### config.mk
export PLATFORM = sky130hd
export DESIGN_NAME = fetch_unit
export DESIGN_NICKNAME = d
export VERILOG_FILES = /design/src/rtl/fetch_unit_pkg.sv /design/src/rtl/fetch_unit_timeout_ctr.sv /design/src/rtl/fetch_unit.sv
export SDC_FILE = /design/constraint.sdc
export NUM_CORES = 1
export LEC_CHECK = 0
export CAP_MARGIN = 20
export CORE_MARGIN = 2
export CORE_UTILIZATION = 41
export CTS_CLUSTER_SIZE = 8
export DETAILED_ROUTE_END_ITERATION = 8
export GPL_TIMING_DRIVEN = 0
export PLACE_DENSITY = 0.89
export SYNTH_ARGS = -nofsm -noshare
export SYNTH_HDL_FRONTEND = slang
export SYNTH_HIERARCHICAL = 1
export SYNTH_SLANG_ARGS = --single-unit
export TNS_END_PERCENT = 20
### constraint.sdc
create_clock -name clock -period 1.8 [get_ports clock]
set_input_delay 0.36 -clock clock [delete_from_list [all_inputs] [get_ports clock]]
set_output_delay 0.36 -clock clock [all_outputs]
set_load 0.05 [all_outputs]
### src/rtl/fetch_unit_pkg.sv
// Shared encodings for the fetch unit: sequencer states, opcode field and fetch FSM states.
package fetch_unit_pkg;

  localparam int unsigned SEQ_W   = 6;
  localparam int unsigned IR_W    = 16;
  localparam int unsigned OPC_MSB = 15;
  localparam int unsigned OPC_LSB = 10;
  localparam int unsigned OPC_W   = OPC_MSB - OPC_LSB + 1;

  typedef enum logic [SEQ_W-1:0] {
    SEQ_IDLE   = 6'd0,
    SEQ_FETCH1 = 6'd1,
    SEQ_FETCH2 = 6'd2,
    SEQ_LOAD   = 6'd3,
    SEQ_STORE  = 6'd4,
    SEQ_ADD    = 6'd5,
    SEQ_MUL    = 6'd6
  } seq_state_e;

  localparam logic [OPC_W-1:0] OP_HALT  = 6'd0;
  localparam logic [OPC_W-1:0] OP_LOAD  = 6'd1;
  localparam logic [OPC_W-1:0] OP_STORE = 6'd2;
  localparam logic [OPC_W-1:0] OP_ADD   = 6'd3;
  localparam logic [OPC_W-1:0] OP_MUL   = 6'd4;
  localparam logic [OPC_W-1:0] OP_JMP   = 6'd5;

  typedef enum logic [1:0] {
    F_IDLE = 2'd0,
    F_REQ  = 2'd1,
    F_DONE = 2'd2
  } fetch_state_e;

  function automatic logic [OPC_W-1:0] opcode_of(input logic [IR_W-1:0] word);
    return word[OPC_MSB:OPC_LSB];
  endfunction

endpackage

### src/rtl/fetch_unit_timeout_ctr.sv
// Wait counter for an outstanding fetch; expired_c flags the last allowed wait cycle.
module fetch_timeout_ctr #(
  parameter int unsigned TIMEOUT_CYC = 15
) (
  input  logic clock,
  input  logic rst_n,
  input  logic run,
  output logic expired_c
);

  localparam int unsigned CNT_W = $clog2(TIMEOUT_CYC + 1);

  logic [CNT_W-1:0] cnt_q;

  always_ff @(posedge clock or negedge rst_n) begin
    if (!rst_n)   cnt_q <= '0;
    else if (run) cnt_q <= cnt_q + CNT_W'(1);
    else          cnt_q <= '0;
  end

  // Counter holds k-1 during the k-th wait cycle, so the abort lands on the TIMEOUT_CYC-th edge.
  assign expired_c = run && (cnt_q == CNT_W'(TIMEOUT_CYC - 1));

endmodule

### src/rtl/fetch_unit.sv
// Instruction fetch unit: one program-memory read per fetch1, PC increment, IR capture.
// Optional fetch timeout with sticky fetch_err is enabled by defining FETCH_TIMEOUT_EN.
module fetch_unit
  import fetch_unit_pkg::*;
#(
  parameter int unsigned ADDR_W      = 8,
  parameter int unsigned TIMEOUT_CYC = 15
) (
  input  logic              clock,
  input  logic              rst_n,
  input  logic [5:0]        state,
  input  logic              pc_ld,
  input  logic [ADDR_W-1:0] pc_ld_val,
  input  logic [15:0]       mem_rdata,
  input  logic              mem_ack,
  output logic              mem_req,
  output logic [ADDR_W-1:0] mem_addr,
  output logic [15:0]       IR,
  output logic              ir_valid,
  output logic              busy,
  output logic [ADDR_W-1:0] pc,
  output logic              overrun
`ifdef FETCH_TIMEOUT_EN
  ,
  output logic              fetch_err
`endif
);

  if (TIMEOUT_CYC == 0) begin : g_cfg_check
    $error("fetch_unit: TIMEOUT_CYC must be nonzero");
  end

  fetch_state_e      fstate_q, fstate_nxt;
  logic              mem_req_nxt, ir_valid_nxt, busy_nxt, overrun_nxt;
  logic [ADDR_W-1:0] mem_addr_nxt, pc_nxt;
  logic [15:0]       ir_nxt;
  logic              fetch1_c;
  logic              timeout_c;

  assign fetch1_c = (state == SEQ_FETCH1);

`ifdef FETCH_TIMEOUT_EN
  logic fetch_err_nxt;

  fetch_timeout_ctr #(.TIMEOUT_CYC(TIMEOUT_CYC)) u_timeout (
    .clock     (clock),
    .rst_n     (rst_n),
    .run       (fstate_q == F_REQ),
    .expired_c (timeout_c)
  );
`else
  assign timeout_c = 1'b0;
`endif

  always_ff @(posedge clock or negedge rst_n) begin
    if (!rst_n) begin
      fstate_q  <= F_IDLE;
      mem_req   <= 1'b0;
      mem_addr  <= '0;
      IR        <= 16'd0;
      ir_valid  <= 1'b0;
      busy      <= 1'b0;
      pc        <= '0;
      overrun   <= 1'b0;
`ifdef FETCH_TIMEOUT_EN
      fetch_err <= 1'b0;
`endif
    end else begin
      fstate_q  <= fstate_nxt;
      mem_req   <= mem_req_nxt;
      mem_addr  <= mem_addr_nxt;
      IR        <= ir_nxt;
      ir_valid  <= ir_valid_nxt;
      busy      <= busy_nxt;
      pc        <= pc_nxt;
      overrun   <= overrun_nxt;
`ifdef FETCH_TIMEOUT_EN
      fetch_err <= fetch_err_nxt;
`endif
    end
  end

  // Next-state and registered-output logic; ack is only looked at in F_REQ, so stray acks are inert.
  always_comb begin
    fstate_nxt   = fstate_q;
    mem_req_nxt  = mem_req;
    mem_addr_nxt = mem_addr;
    ir_nxt       = IR;
    ir_valid_nxt = 1'b0;
    busy_nxt     = busy;
    pc_nxt       = pc;
    overrun_nxt  = overrun | (fetch1_c & busy);
`ifdef FETCH_TIMEOUT_EN
    fetch_err_nxt = fetch_err;
`endif

    case (fstate_q)
      F_IDLE: begin
        if (fetch1_c && !pc_ld) begin
          mem_addr_nxt = pc;
          mem_req_nxt  = 1'b1;
          busy_nxt     = 1'b1;
          fstate_nxt   = F_REQ;
        end
      end
      F_REQ: begin
        if (mem_ack) begin
          ir_nxt       = mem_rdata;
          pc_nxt       = pc + ADDR_W'(1);
          mem_req_nxt  = 1'b0;
          ir_valid_nxt = 1'b1;
          fstate_nxt   = F_DONE;
        end else if (timeout_c) begin
          ir_nxt       = {OP_HALT, 10'd0};
          mem_req_nxt  = 1'b0;
          ir_valid_nxt = 1'b1;
          fstate_nxt   = F_DONE;
`ifdef FETCH_TIMEOUT_EN
          fetch_err_nxt = 1'b1;
`endif
        end
      end
      F_DONE: begin
        busy_nxt   = 1'b0;
        fstate_nxt = F_IDLE;
      end
      default: begin
        mem_req_nxt = 1'b0;
        busy_nxt    = 1'b0;
        fstate_nxt  = F_IDLE;
      end
    endcase

    // A PC load beats the fetch increment on the same edge.
    if (pc_ld) pc_nxt = pc_ld_val;
  end

endmodule

# --- After elaboration in Yosys (flattened, before gate mapping) ---
# Cells that the tools add are included.
op_classes:
  n_reduce_logical: 11
  n_lt_le_gt_ge: 0
  addsub: 1
  eq_ne: 5
  n_mux: 12
  bitwise: 4
  div: 0
  shift: 0
  mul: 0
ops:
  columns: ["cell", "n"]
  rows:
  - ["8-bit two-way mux", 3]
  - ["2-bit AND reduction", 5]
  - ["8-bit by 1-bit adder with 8-bit output (second input constant)", 1]
  - ["6-bit by 1-bit == test with 1-bit output (second input constant)", 1]
  - ["1-bit two-way mux", 4]
  - ["2-bit two-way mux", 2]
  - ["2-bit != test (second input constant)", 2]
  - ["2-bit case mux with 2 select lines", 1]
  - ["2-bit nonzero test", 2]
  - ["1-bit case mux with 3 select lines", 1]
  - ["3-bit AND reduction", 1]
  - ["2-bit by 1-bit == test with 1-bit output (second input constant)", 1]
  - ["2-bit == test (second input constant)", 1]
  - ["2-bit logical NOT", 1]
  - ["1-bit NOT", 2]
  - ["1-bit case mux with 2 select lines", 1]
  - ["1-bit AND", 1]
  - ["1-bit logical AND", 1]
  - ["1-bit logical NOT", 1]
  - ["1-bit bitwise OR", 1]
word_totals:
  latch_bits: 0
  elab_cells: 41
  romBits: 0
  reg_bits: 38
  ram_bits: 0
  inputBits: 34
  n_memories: 0
  output_inout_bits: 36

# --- Depth between registers and ports, before layout ---
# Gate-level depths: netlist of run 1.
logic_depth:
  depth_word: 4
  mapped_depth: 5

# --- Worst setup path after synthesis of run 1 ---
# No wires, ideal clock.
synth_timing:
  path_kind: "reg2reg"
  from: "register pc[0]"
  to: "register pc[4]"
  t_arrival_ps: 1629
  period_less_slack_ps: 1699
  setup_ps: 70
  required_ps: 1730
  stages_incl_launch_ff: 5
  slack_ps: 101
  cell_sequence: "dfrtp_1 > ha_1 > nand4b_1 > or4_1 > nand3_1"
synth_between:
  elab_chain_len: 4
synth_lines:
  columns: ["element", "line_no", "rtl"]
  rows:
  - ["from (decl)", "fetch_unit.sv:21", "output logic [ADDR_W-1:0] pc,"]
  - ["from (signal assigned)", "fetch_unit.sv:75", "pc <= pc_nxt;"]
  - ["8-bit by 1-bit adder with 8-bit output", "fetch_unit.sv:109", "pc_nxt = pc + ADDR_W'(1);"]
  - ["8-bit two-way mux", "fetch_unit.sv:107", "if (mem_ack) begin"]
  - ["8-bit two-way mux", "fetch_unit.sv:97", "case (fstate_q)"]
  - ["8-bit two-way mux", "fetch_unit.sv:135", "if (pc_ld) pc_nxt = pc_ld_val;"]
# No other way between the ends. The select of a mux whose other input is x is not followed.
# A chain may end at the register's enable or synchronous reset.

# --- Final worst setup path of run 1 ---
layout_timing:
  from: "register pc[2]"
  to: "output port pc[2]"
# No word-level cell between the ends.

==> results of run 1 <==
-- cell usage after synthesis --
library cell and instances:
sky130_fd_sc_hd__xor2_1 1, sky130_fd_sc_hd__nor3_1 1, sky130_fd_sc_hd__nand3_1 3, sky130_fd_sc_hd__inv_1 4, sky130_fd_sc_hd__or4_1 4, sky130_fd_sc_hd__buf_1 2, sky130_fd_sc_hd__o21ai_0 7, sky130_fd_sc_hd__xnor2_1 1
sky130_fd_sc_hd__nand2_1 57, sky130_fd_sc_hd__o211ai_1 2, sky130_fd_sc_hd__inv_2 1, sky130_fd_sc_hd__or2b_1 1, sky130_fd_sc_hd__mux2_2 8, sky130_fd_sc_hd__or3_1 1, sky130_fd_sc_hd__buf_2 1, sky130_fd_sc_hd__buf_6 1
sky130_fd_sc_hd__nor4_4 1, sky130_fd_sc_hd__nand4b_1 1, sky130_fd_sc_hd__clkbuf_1 1, sky130_fd_sc_hd__a31oi_1 3, sky130_fd_sc_hd__nor2_1 3, sky130_fd_sc_hd__ha_1 1, sky130_fd_sc_hd__dfrtp_1 38, sky130_fd_sc_hd__nand4_1 3
sky130_fd_sc_hd__nand3b_4 1, sky130_fd_sc_hd__mux2i_1 1, sky130_fd_sc_hd__o31ai_1 2, sky130_fd_sc_hd__a41o_1 1
-- cells by family (layout without fill, tap and decap cells) --
| kind of cell | after synthesis | after routing |
|---|---|---|
| AOI/OAI and AO/OA | 15 | 15 |
| adders and majority gates | 1 | 1 |
| buffers and inverters | 10 | 87 |
| DFF | 38 | 38 |
| and+or+nand+nor | 76 | 76 |
| muxes | 9 | 9 |
| xor gates and xnor gates | 2 | 2 |
-- layer usage --
| metal | share of wire, % | vias to the layer above |
|---|---|---|
| li1 | - | 662 |
| met4 | 1.8 | 0 |
| met1 | 41 | 641 |
| met3 | 8.8 | 8 |
| met2 | 49 | 53 |
| met5 | 0 | - |
-- worst max path at each step --
| stage | startpoint | to | slack, ns | depth (start not counted) |
|---|---|---|---|---|
| 2_1_floorplan | pc[0] | pc[4] | 0.10 | 4 |
| 3_3_place_gp | rst_n | IR[5] | -0.50 | 1 |
| 3_5_place_dp | state[3] | mem_addr[2] | -0.1 | 5 |
| 4_1_cts | mem_addr[1] | mem_addr[1] | 0.0001 | 1 |
| 5_1_grt | mem_ack | IR[7] | 0.03 | 6 |
| 6_report | pc[2] | pc[2] | 0.12 | 1 |
-- through the flow --
step / cells / TNS (ns)
2_1_floorplan: 151 / 0
4_1_cts: 276 / 0
3_5_place_dp: 268 / -1.211
6_report: 276 / 0
3_3_place_gp: 268 / -19.56
5_1_grt: 276 / 0
-- power groups by stage --
stage	combinational (mW)	sequential [mW]	clock [mW]
finish	0.916	1.07	0.586
floorplan	0.126	1.57	0
global placement	0.996	1.09	0
detailed placement	1.01	1.10	0
CTS	0.926	1.08	0.599
global route	0.969	1.09	0.653
-- placed cells by master, fill, tap and decap left out, drive strengths merged, types with 2 or more instances in the layout --
cell type	n
nand2	57
dfrtp	38
clkdlybuf4s50	32
dlygate4sd2	30
mux2	8
clkbuf	8
o21ai	7
dlymetal6s2s	6
inv	5
buf	5
or4	4
nand4	3
nand3	3
nor2	3
a31oi	3
o31ai	2
o211ai	2
-- sequential cells by signal (all words and copies together), names as in the netlist --
signal	flops
pc	8
IR	16
busy	1
fstate_q	2
mem_addr	8
mem_req	1
ir_valid	1
overrun	1
-- worst register-to-register path: cells and delay by family, from the launching register on --
| family | cells | cell delay [ns] |
|---|---|---|
| flops | 1 | 0.44 |
| fa+ha+maj | 1 | 0.19 |
| simple gates | 3 | 0.83 |
-- layout make-up --
| class | instances | area, sq um |
|---|---|---|
| well taps | 48 | 60.06 |
| plain buffers | 5 | 27.53 |
| multi-input cells | 103 | 581.8 |
| clock buffers | 7 | 86.33 |
| inverters | 5 | 18.77 |
| flip-flops and latches | 38 | 950.9 |
| fillers | 329 | 1295 |
| clock inverters | 1 | 5.005 |
| repair buffers | 69 | 663.1 |
-- what timing repair did --
item                                    in CTS  in global routing
endpoints found under the setup margin      30                  6
resized for setup                           30                  6
buffers inserted                             0                  0
hold endpoints to repair                     0                  0
==> summary.md, run 1 <==
## Global route
• met2 demand-to-capacity share in global routing: 31.31%
• pin count of the biggest net entering global routing: 39
• via count of the first global-routing pass: 1402
• busiest metal layer after global routing: met2
• global-route wire length before repair: 6.161 mm
• met1 track utilization from global routing: 22.61%
• met3 Use GR: 5.792%
• overflow left after global routing: 0
• overall track demand over capacity in global routing: 18.64%
• initial antenna violation count: 0

## Timing
• count of final max-slew check failures: 0
• achievable clock frequency: 594.1 MHz
• minimum setup slack in the final design: 0.1169 ns
• Final Hold Fails: 0
• worst slew pin tran: 0.7991 ns
• min Tclk post-route: 1.683 ns
• final worst hold slack: 0.1585 ns
• unrepaired setup endpoints after global routing: false
• Post-Route Skew: 0.002620 ns
• Final setup violation count: 0
• final worst path period share: 93.51%
• slew margin rel.: 46.72%

## Drt
• Post-DRT Antenna Nets: 0
• total via count after detailed routing: 1364
• drt initial violations: 47
• Total Wirelength: 3.522 mm
• detail-routed via count per cell: 4.942
• average wire per standard cell: 12.76 microns
• DRC: 0
• iteration count of the initial detailed-routing pass: 4

## Worst setup path
• Largest stage delay, worst path: 0.56 ns
• arrival time reported for the critical path endpoint: 1.32 ns
• kind of cell adding the most delay to the critical path: buffers and inverters
• startpoint types: flop
• endpoint required time on the critical path: 1.44 ns
• Reg2Reg Capture Point: pc[4]
• Setup Crit Path Kind: flop to output pin
• kind of capture point of the worst setup path: output pin
• number of cells on the worst reg-to-reg path: 4
• startpoint of the worst-slack reg-to-reg timing path: pc[0]
• highest fanout seen on the critical path: 6
• worst setup slack for register-to-register paths: 0.28 ns
• cells along the critical path: dlygate4sd2_1
• buffer and inverter count on the worst path: 1
• slowest cell on the critical path: sky130_fd_sc_hd__dlygate4sd2_1

## Clock network
• post-cts hold buffer count: 0
• clock transition at the registers of the reported paths: 0.07 ns
• buffers from clock root to sink, at most: 2
• clock latency at the later pin of the worst-skew pair: 0.28 ns
• H-tree Lvls: 2
• number of clock buffers inserted by TritonCTS: 5
• Sinks on Clock Net: 38
• clock tree from TritonCTS: built
• Root Buffer: sky130_fd_sc_hd__clkbuf_8

## Power and ir drop
• proportion of power drawn by flip-flops and latches: 41.7%
• Net Switching: 1.005 mW
• worst ir drop on vdd: 0.0007854 V
• part of the power in the clock network: 22.8%
• Pwr per Cell Area: 1076 mW/mm^2
• internal power summed over all cells: 1.569 mW
• overall power: 2.574 mW
• sw frac: 39.05%
• leakage power: 1.304 nW
• share of total power in combinational logic: 35.6%

## Logic synthesis
• fraction of synthesized area in multiplexers: 6.339%
• largest family of logic cells by synthesized area: simple AND/OR/NAND/NOR gates
• average cell area after synthesis: 10.46 sq um
• synthesized-area fraction occupied by adder cells: 0.7924%
• combined area of all synthesized cells: 0.001579 sq mm
• sequential area share after synthesis: 60.22%
• Synth cell types: 28
• synth top area cells: sky130_fd_sc_hd__dfrtp_1 (60%), sky130_fd_sc_hd__nand2_1 (14%), sky130_fd_sc_hd__mux2_2 (5.7%), sky130_fd_sc_hd__o21ai_0 (2.2%), sky130_fd_sc_hd__or4_1 (1.9%)
• Cells after Synth: 151
• Synthesized Nets: 186
• total of warnings raised by yosys: 6
• proportion of netlist area held by the largest area contributor: 60.22%
• area fraction in and, or, nand and nor cells after synthesis: 22.66%
• cell taking the most area after synthesis: sky130_fd_sc_hd__dfrtp_1
• flip-flop and latch count after synthesis: 38
• compound-gate portion of the synthesized area: 5.943%
• share of the synthesized netlist area taken by xor and xnor gates: 1.109%

## Floorplanning
• Chip Height: 66.06 microns
• num ports: 70
• Initial Util: 42.81%
• num rows: 22
• DIE WIDTH: 66.06 microns
• full die area: 0.004364 sq mm
• placeable core area: 0.003689 sq mm

## Placement
• gpl congestion: 0.7745
• HPWL after detailed placement: 2.635 mm
• number of buffers added on ports: 69
• placement-stage worst setup slack: -0.09631 ns
• area of placed instances: 0.002325 sq mm

## Layout
• Antenna diodes: 0
• net count of the finished layout: 262
• share of final-layout standard cells stronger than drive strength 1: 9.211%
• growth of design area from synthesis to finish: 51.59%
• final instance area: 0.002394 sq mm
• share of the core filled with cells in the final layout: 64.89%

## Job
• count of maximum capacitance violations: 0

## Run status
• result of the run: complete, no violations

## Hold path
• class of the tightest hold or removal check: input port to asynchronous set/reset pin

Power figures use the tool's default switching activity.
==> run 2: changes to the inputs <==
--- a/config.mk
+++ b/config.mk
@@ -12,6 +12,7 @@
 export DETAILED_ROUTE_END_ITERATION = 8
 export GPL_TIMING_DRIVEN = 0
 export PLACE_DENSITY = 0.89
+export SKIP_CTS_REPAIR_TIMING = 1
 export SYNTH_ARGS = -nofsm -noshare
 export SYNTH_HDL_FRONTEND = slang
 export SYNTH_HIERARCHICAL = 1
==> summary.md, run 2 (synthesis results as in run 1) <==
## Timing
• achievable clock frequency: 633.5 MHz, +6.6%
• TNS Setup: 0 ns, unchanged
• Final Hold Fails: 0, unchanged
• count of final max-slew check failures: 0, unchanged
• slew margin rel.: 46.47%, -0.26 points
• Final setup violation count: 0, unchanged
• unrepaired setup endpoints after global routing: false
• minimum setup slack in the final design: 0.2214 ns, +0.1045 ns
• min Tclk post-route: 1.579 ns, -0.1045 ns
• worst slew pin tran: 0.8030 ns, +0.003838 ns
• final worst path period share: 87.70%, -5.8 points
• Post-Route Skew: 0.002393 ns, -0.0002269 ns

## Worst setup path
• Setup Crit Path Kind: input port to flop
• Reg2Reg Capture Point: pc[4]
• startpoint types: input port
• highest fanout seen on the critical path: 10, +4
• WP depth: 5, +4
• slowest cell on the critical path: sky130_fd_sc_hd__clkdlybuf4s50_1
• Largest stage delay, worst path: 0.44 ns, -0.12 ns
• buffer and inverter count on the worst path: 2, +1
• endpoint required time on the critical path: 1.97 ns, +0.53 ns
• CP endpoint: mem_addr[2]
• startpoint of the worst-slack reg-to-reg timing path: pc[0]
• kind of capture point of the worst setup path: flop
• arrival time reported for the critical path endpoint: 1.75 ns, +0.43 ns
• worst setup slack for register-to-register paths: 0.28 ns, about the same
• critical path startpoint: state[3]
• kind of cell adding the most delay to the critical path: buffers and inverters
• cells along the critical path: clkdlybuf4s50_1 > nor4_4 > nand4_1 > buf_6 > mux2_2
• number of cells on the worst reg-to-reg path: 4, unchanged

## Layout
• share of final-layout standard cells stronger than drive strength 1: 9.211%, unchanged
• net count of the finished layout: 262, unchanged
• flip-flop and latch area: 950.9 sq um, unchanged
• number of inserted filler cells in the final layout: 299, -9.1%
• most common cell after layout, fill and taps aside: sky130_fd_sc_hd__nand2_1
• combined area of the multi-input logic cells: 581.8 sq um, unchanged
• filler-free cell count of the finished design: 276, unchanged
• registers with the highest flip-flop counts: IR: 16 flops, mem_addr: 8 flops, pc: 8 flops
• final instance area: 0.002506 sq mm, +4.7%
• growth of design area from synthesis to finish: 58.72%
• number of flip-flops in the largest register: 16, unchanged
• Most flops, register: IR
• Antenna diodes: 0, unchanged
• commonest non-fill, non-tap cells in the layout: sky130_fd_sc_hd__nand2_1 (57), sky130_fd_sc_hd__dfrtp_1 (38), sky130_fd_sc_hd__dlymetal6s2s_1 (36), sky130_fd_sc_hd__clkdlybuf4s50_1 (32), sky130_fd_sc_hd__mux2_2 (8)

## Power and ir drop
• internal power summed over all cells: 1.639 mW, +4.5%
• proportion of power drawn by flip-flops and latches: 40.5%, -1.2 points
• leakage power: 1.611 nW, +24%
• part of the power in the clock network: 22.3%, -0.5 points
• share of total power in combinational logic: 37.2%, +1.6 points
• overall power: 2.649 mW, +2.9%
• Net Switching: 1.010 mW, +0.43%
• worst ir drop on vdd: 0.0007934 V, +1.0%
• Pwr per Cell Area: 1057 mW/mm^2, -1.7%
• sw frac: 38.12%, -0.93 points

## Floorplanning
• placeable core area: 0.003689 sq mm, unchanged
• full die area: 0.004364 sq mm, unchanged
• Initial Util: 42.81%, unchanged
• Chip Height: 66.06 microns, unchanged
• num rows: 22, unchanged
• DIE WIDTH: 66.06 microns, unchanged
• num ports: 70, unchanged

## Drt
• DRC: 0, unchanged
• Post-DRT Antenna Nets: 0, unchanged
• drt initial violations: 59, +26%
• Total Wirelength: 3.551 mm, +0.82%
• average wire per standard cell: 12.87 microns, +0.82%
• total via count after detailed routing: 1358, -0.44%
• iteration count of the initial detailed-routing pass: 4, unchanged
• detail-routed via count per cell: 4.920, -0.44%

## Placement
• instance count after placement with tap cells included: 268, unchanged
• HPWL after detailed placement: 2.635 mm, unchanged
• gpl congestion: 0.7745, unchanged
• placement-stage worst setup slack: -0.09631 ns, unchanged
• number of buffers added on ports: 69, unchanged
• area of placed instances: 0.002325 sq mm, unchanged

## Clock network
• number of clock buffers inserted by TritonCTS: 5, unchanged
• clock latency at the later pin of the worst-skew pair: 0.28 ns, about the same
• clock transition at the registers of the reported paths: 0.07 ns, about the same
• Sinks on Clock Net: 38, unchanged
• buffers from clock root to sink, at most: 2, unchanged
• H-tree Lvls: 2, unchanged
• Root Buffer: sky130_fd_sc_hd__clkbuf_8
• clock tree from TritonCTS: built

## Global route
• overall track demand over capacity in global routing: 18.61%, -0.036 points
• overflow left after global routing: 0, unchanged
• initial antenna violation count: 0, unchanged
• via count of the first global-routing pass: 1393, -0.64%
• global-route wire length before repair: 6.127 mm, -0.55%
• pin count of the biggest net entering global routing: 39, unchanged

## Job
• count of maximum capacitance violations: 0, unchanged

## Run status
• result of the run: complete, no violations

## Hold path
• class of the tightest hold or removal check: input port to asynchronous set/reset pin

## run 2: cell count changes in the layout (fill, tap and decap cells not counted)
cell / change
sky130_fd_sc_hd__dlygate4sd2_1: -30
sky130_fd_sc_hd__dlymetal6s2s_1: +30
## run 2: worst min-delay path by stage
stage	depth (start not counted)	end	start	slack [ns]
after global routing	1	overrun	rst_n	0.24
after CTS	1	overrun	rst_n	0.19
after detailed placement	2	IR[11]	IR[11]	0.46
after global placement	1	overrun	overrun	0.45
final	1	busy	rst_n	0.16
after floorplan	0	IR[0]	rst_n	0.06
## run 2: layout make-up
type / count / area share, %
flip-flops and latches: 38 / 37.94
repair buffers: 69 / 30.95
multi-input cells: 103 / 23.22
clock buffers: 7 / 3.445
well taps: 48 / 2.396
plain buffers: 5 / 1.098
inverters: 5 / 0.7489
clock inverters: 1 / 0.1997
## run 2: layer usage
metal	up-vias	track usage (%)	wire, microns
li1	662	-	-
met1	635	22.94	1456
met2	53	30.30	1696
met3	8	6.474	332
met4	0	6.633	65
met5	-	0	0
## run 2: power by group through the flow
stage / clock (mW) / sequential [mW] / combinational (mW)
detailed placement: 0 / 1.10 / 1.01
floorplan: 0 / 1.57 / 0.126
CTS: 0.599 / 1.08 / 1.01
global placement: 0 / 1.09 / 0.996
finish: 0.591 / 1.07 / 0.985
global route: 0.650 / 1.09 / 1.04
## run 2: stage by stage
step / hold WS (ns) / utilization [%]
2_1_floorplan: 0.06441 / -
3_3_place_gp: 0.4524 / 63.16
3_5_place_dp: 0.4626 / 63.03
4_1_cts: 0.1937 / 65.50
5_1_grt: 0.2429 / 67.94
6_report: 0.1583 / 67.94
## run 2: worst reg2reg max path: stages (launching register included)
cell                       delay [ns]
sky130_fd_sc_hd__dfrtp_1         0.44
sky130_fd_sc_hd__ha_1            0.19
sky130_fd_sc_hd__nand4b_1        0.22
sky130_fd_sc_hd__or4_1           0.52
sky130_fd_sc_hd__nand3_1         0.09
==> run 3: changes to the inputs <==
--- a/config.mk
+++ b/config.mk
@@ -7,11 +7,13 @@
 export LEC_CHECK = 0
 export CAP_MARGIN = 20
 export CORE_MARGIN = 2
-export CORE_UTILIZATION = 41
+export CORE_UTILIZATION = 58
 export CTS_CLUSTER_SIZE = 8
 export DETAILED_ROUTE_END_ITERATION = 8
+export DONT_BUFFER_PORTS = 1
 export GPL_TIMING_DRIVEN = 0
-export PLACE_DENSITY = 0.89
+export PLACE_DENSITY = 0.84
+export REMOVE_ABC_BUFFERS = 1
 export SKIP_CTS_REPAIR_TIMING = 1
 export SYNTH_ARGS = -nofsm -noshare
 export SYNTH_HDL_FRONTEND = slang
==> summary.md, run 3 (synthesis results as in run 1) <==
## Run status
• result of the run: complete, no violations

## Drt
• average wire per standard cell: 16.07 microns, +25%
• total via count after detailed routing: 1108, -18%
• DRC: 0, unchanged
• Post-DRT Antenna Nets: 0, unchanged
• Total Wirelength: 2.989 mm, -16%
• drt initial violations: 33, -44%
• detail-routed via count per cell: 5.957, +21%
• iteration count of the initial detailed-routing pass: 4, unchanged

## Placement
• HPWL after detailed placement: 2.130 mm, -19%
• instance count after placement with tap cells included: 176, -34%
• placement-stage worst setup slack: -0.06912 ns, +0.02719 ns
• number of buffers added on ports: 0, -100%
• gpl congestion: 0.7559, -2.4%

## Hold path
• class of the tightest hold or removal check: input port to flop

## Timing
• worst slew pin tran: 0.6529 ns, -0.1501 ns
• TNS Setup: 0 ns, unchanged
• unrepaired setup endpoints after global routing: true
• Final Hold Fails: 0, unchanged
• min Tclk post-route: 1.692 ns, +0.1136 ns
• count of final max-slew check failures: 0, unchanged
• minimum setup slack in the final design: 0.1078 ns, -0.1136 ns
• achievable clock frequency: 591.0 MHz, -6.7%
• Final setup violation count: 0, unchanged
• final worst path period share: 94.01%, +6.3 points
• slew margin rel.: 56.47%, +10 points
• Post-Route Skew: 0.006516 ns, +0.004123 ns

## Global route
• via count of the first global-routing pass: 1093, -22%
• overflow left after global routing: 0, unchanged
• initial antenna violation count: 0, unchanged
• global-route wire length before repair: 4.830 mm, -21%
• overall track demand over capacity in global routing: 20.22%, +1.6 points
• pin count of the biggest net entering global routing: 39, unchanged

## Floorplanning
• DIE WIDTH: 56.18 microns, -15%
• Chip Height: 56.18 microns, -15%
• Initial Util: 62.60%, +20 points
• num ports: 70, unchanged
• placeable core area: 0.002522 sq mm, -32%
• full die area: 0.003156 sq mm, -28%
• num rows: 18, -18%

## Job
• count of maximum capacitance violations: 0, unchanged

## Clock network
• clock transition at the registers of the reported paths: 0.10 ns, +0.03 ns
• buffers from clock root to sink, at most: 2, unchanged
• clock tree from TritonCTS: built
• clock latency at the later pin of the worst-skew pair: 0.33 ns, +0.05 ns
• H-tree Lvls: 2, unchanged
• Sinks on Clock Net: 38, unchanged
• Root Buffer: sky130_fd_sc_hd__clkbuf_4
• number of clock buffers inserted by TritonCTS: 5, unchanged

## Layout
• number of flip-flops in the largest register: 16, unchanged
• share of final-layout standard cells stronger than drive strength 1: 14.74%, +5.5 points
• most common cell after layout, fill and taps aside: sky130_fd_sc_hd__nand2_1
• net count of the finished layout: 192, -27%
• share of the core filled with cells in the final layout: 66.96%, -0.98 points
• Most flops, register: IR
• registers with the highest flip-flop counts: IR: 16 flops, mem_addr: 8 flops, pc: 8 flops
• growth of design area from synthesis to finish: 6.973%
• commonest non-fill, non-tap cells in the layout: sky130_fd_sc_hd__nand2_1 (57), sky130_fd_sc_hd__dfrtp_1 (35), sky130_fd_sc_hd__mux2_2 (8), sky130_fd_sc_hd__o21ai_0 (7), sky130_fd_sc_hd__clkbuf_4 (5)
• Antenna diodes: 0, unchanged
• filler-free cell count of the finished design: 186, -33%

## Worst setup path
• kind of cell adding the most delay to the critical path: simple AND/OR/NAND/NOR gates
• Setup Crit Path Kind: flop to flop
• endpoint required time on the critical path: 2.02 ns, +0.05 ns
• Largest stage delay, worst path: 0.46 ns, +0.02 ns
• kind of capture point of the worst setup path: flop
• highest fanout seen on the critical path: 11, +1
• startpoint types: flop
• slowest cell on the critical path: sky130_fd_sc_hd__dfrtp_1
• arrival time reported for the critical path endpoint: 1.92 ns, +0.17 ns
• buffer and inverter count on the worst path: 0, -2
• cells along the critical path: nor3_1 > nand4_1 > mux2_2

## Power and ir drop
• overall power: 2.169 mW, -18%
• Pwr per Cell Area: 1284 mW/mm^2, +21%
• leakage power: 0.8538 nW, -47%
• worst ir drop on vdd: 0.0009998 V, +26%

-- run 3: worst paths after layout --
path	from	end	slack, ns	cells after the start
max	fstate_q[0]	mem_addr[1]	0.11	3
min	pc_ld	pc[1]	0.13	1
max reg2reg	fstate_q[0]	mem_addr[1]	0.11	3
min reg2reg	fstate_q[1]	busy	0.57	1
max in group asynchronous	rst_n	pc[1]	1.12	2
min in group asynchronous	rst_n	mem_addr[7]	0.48	2
-- run 3: routing by layer --
layer  routed length (microns)  GRT usage (%)
met5                         0              0
met4                        42          6.122
met3                       286          9.767
met2                      1523          36.97
met1                      1137          19.91
-- run 3: worst reg2reg max path, stage by stage, from the launching register on --
cell and delay [ns]:
sky130_fd_sc_hd__dfrtp_1 0.46, sky130_fd_sc_hd__nor3_1 0.21, sky130_fd_sc_hd__nand4_1 0.46, sky130_fd_sc_hd__mux2_2 0.45
-- run 3: final cells by class --
| type | count | area (sq um) |
|---|---|---|
| clock buffers | 6 | 51.30 |
| fillers | 198 | 833.3 |
| inverters | 5 | 18.77 |
| multi-input cells | 103 | 581.8 |
| flip-flops and latches | 38 | 954.7 |
| well taps | 30 | 37.54 |
| repair buffers | 4 | 45.04 |
-- run 3: where the power goes --
part	leakage (nW)	total [mW]	internal (mW)	switching [mW]
clock	0.0302	0.423	0.176	0.247
combinational	0.340	0.164	0.0795	0.0849
sequential	0.483	1.58	0.980	0.601
-- run 3: metrics by stage --
step                hold WS, ns  instance area [sq um]
finish                   0.1295                   1689
global route             0.1058                   1689
CTS                     -0.3116                   1640
detailed placement      0.06516                   1589
global placement        0.06512                   1589
floorplan               0.06441                   1551
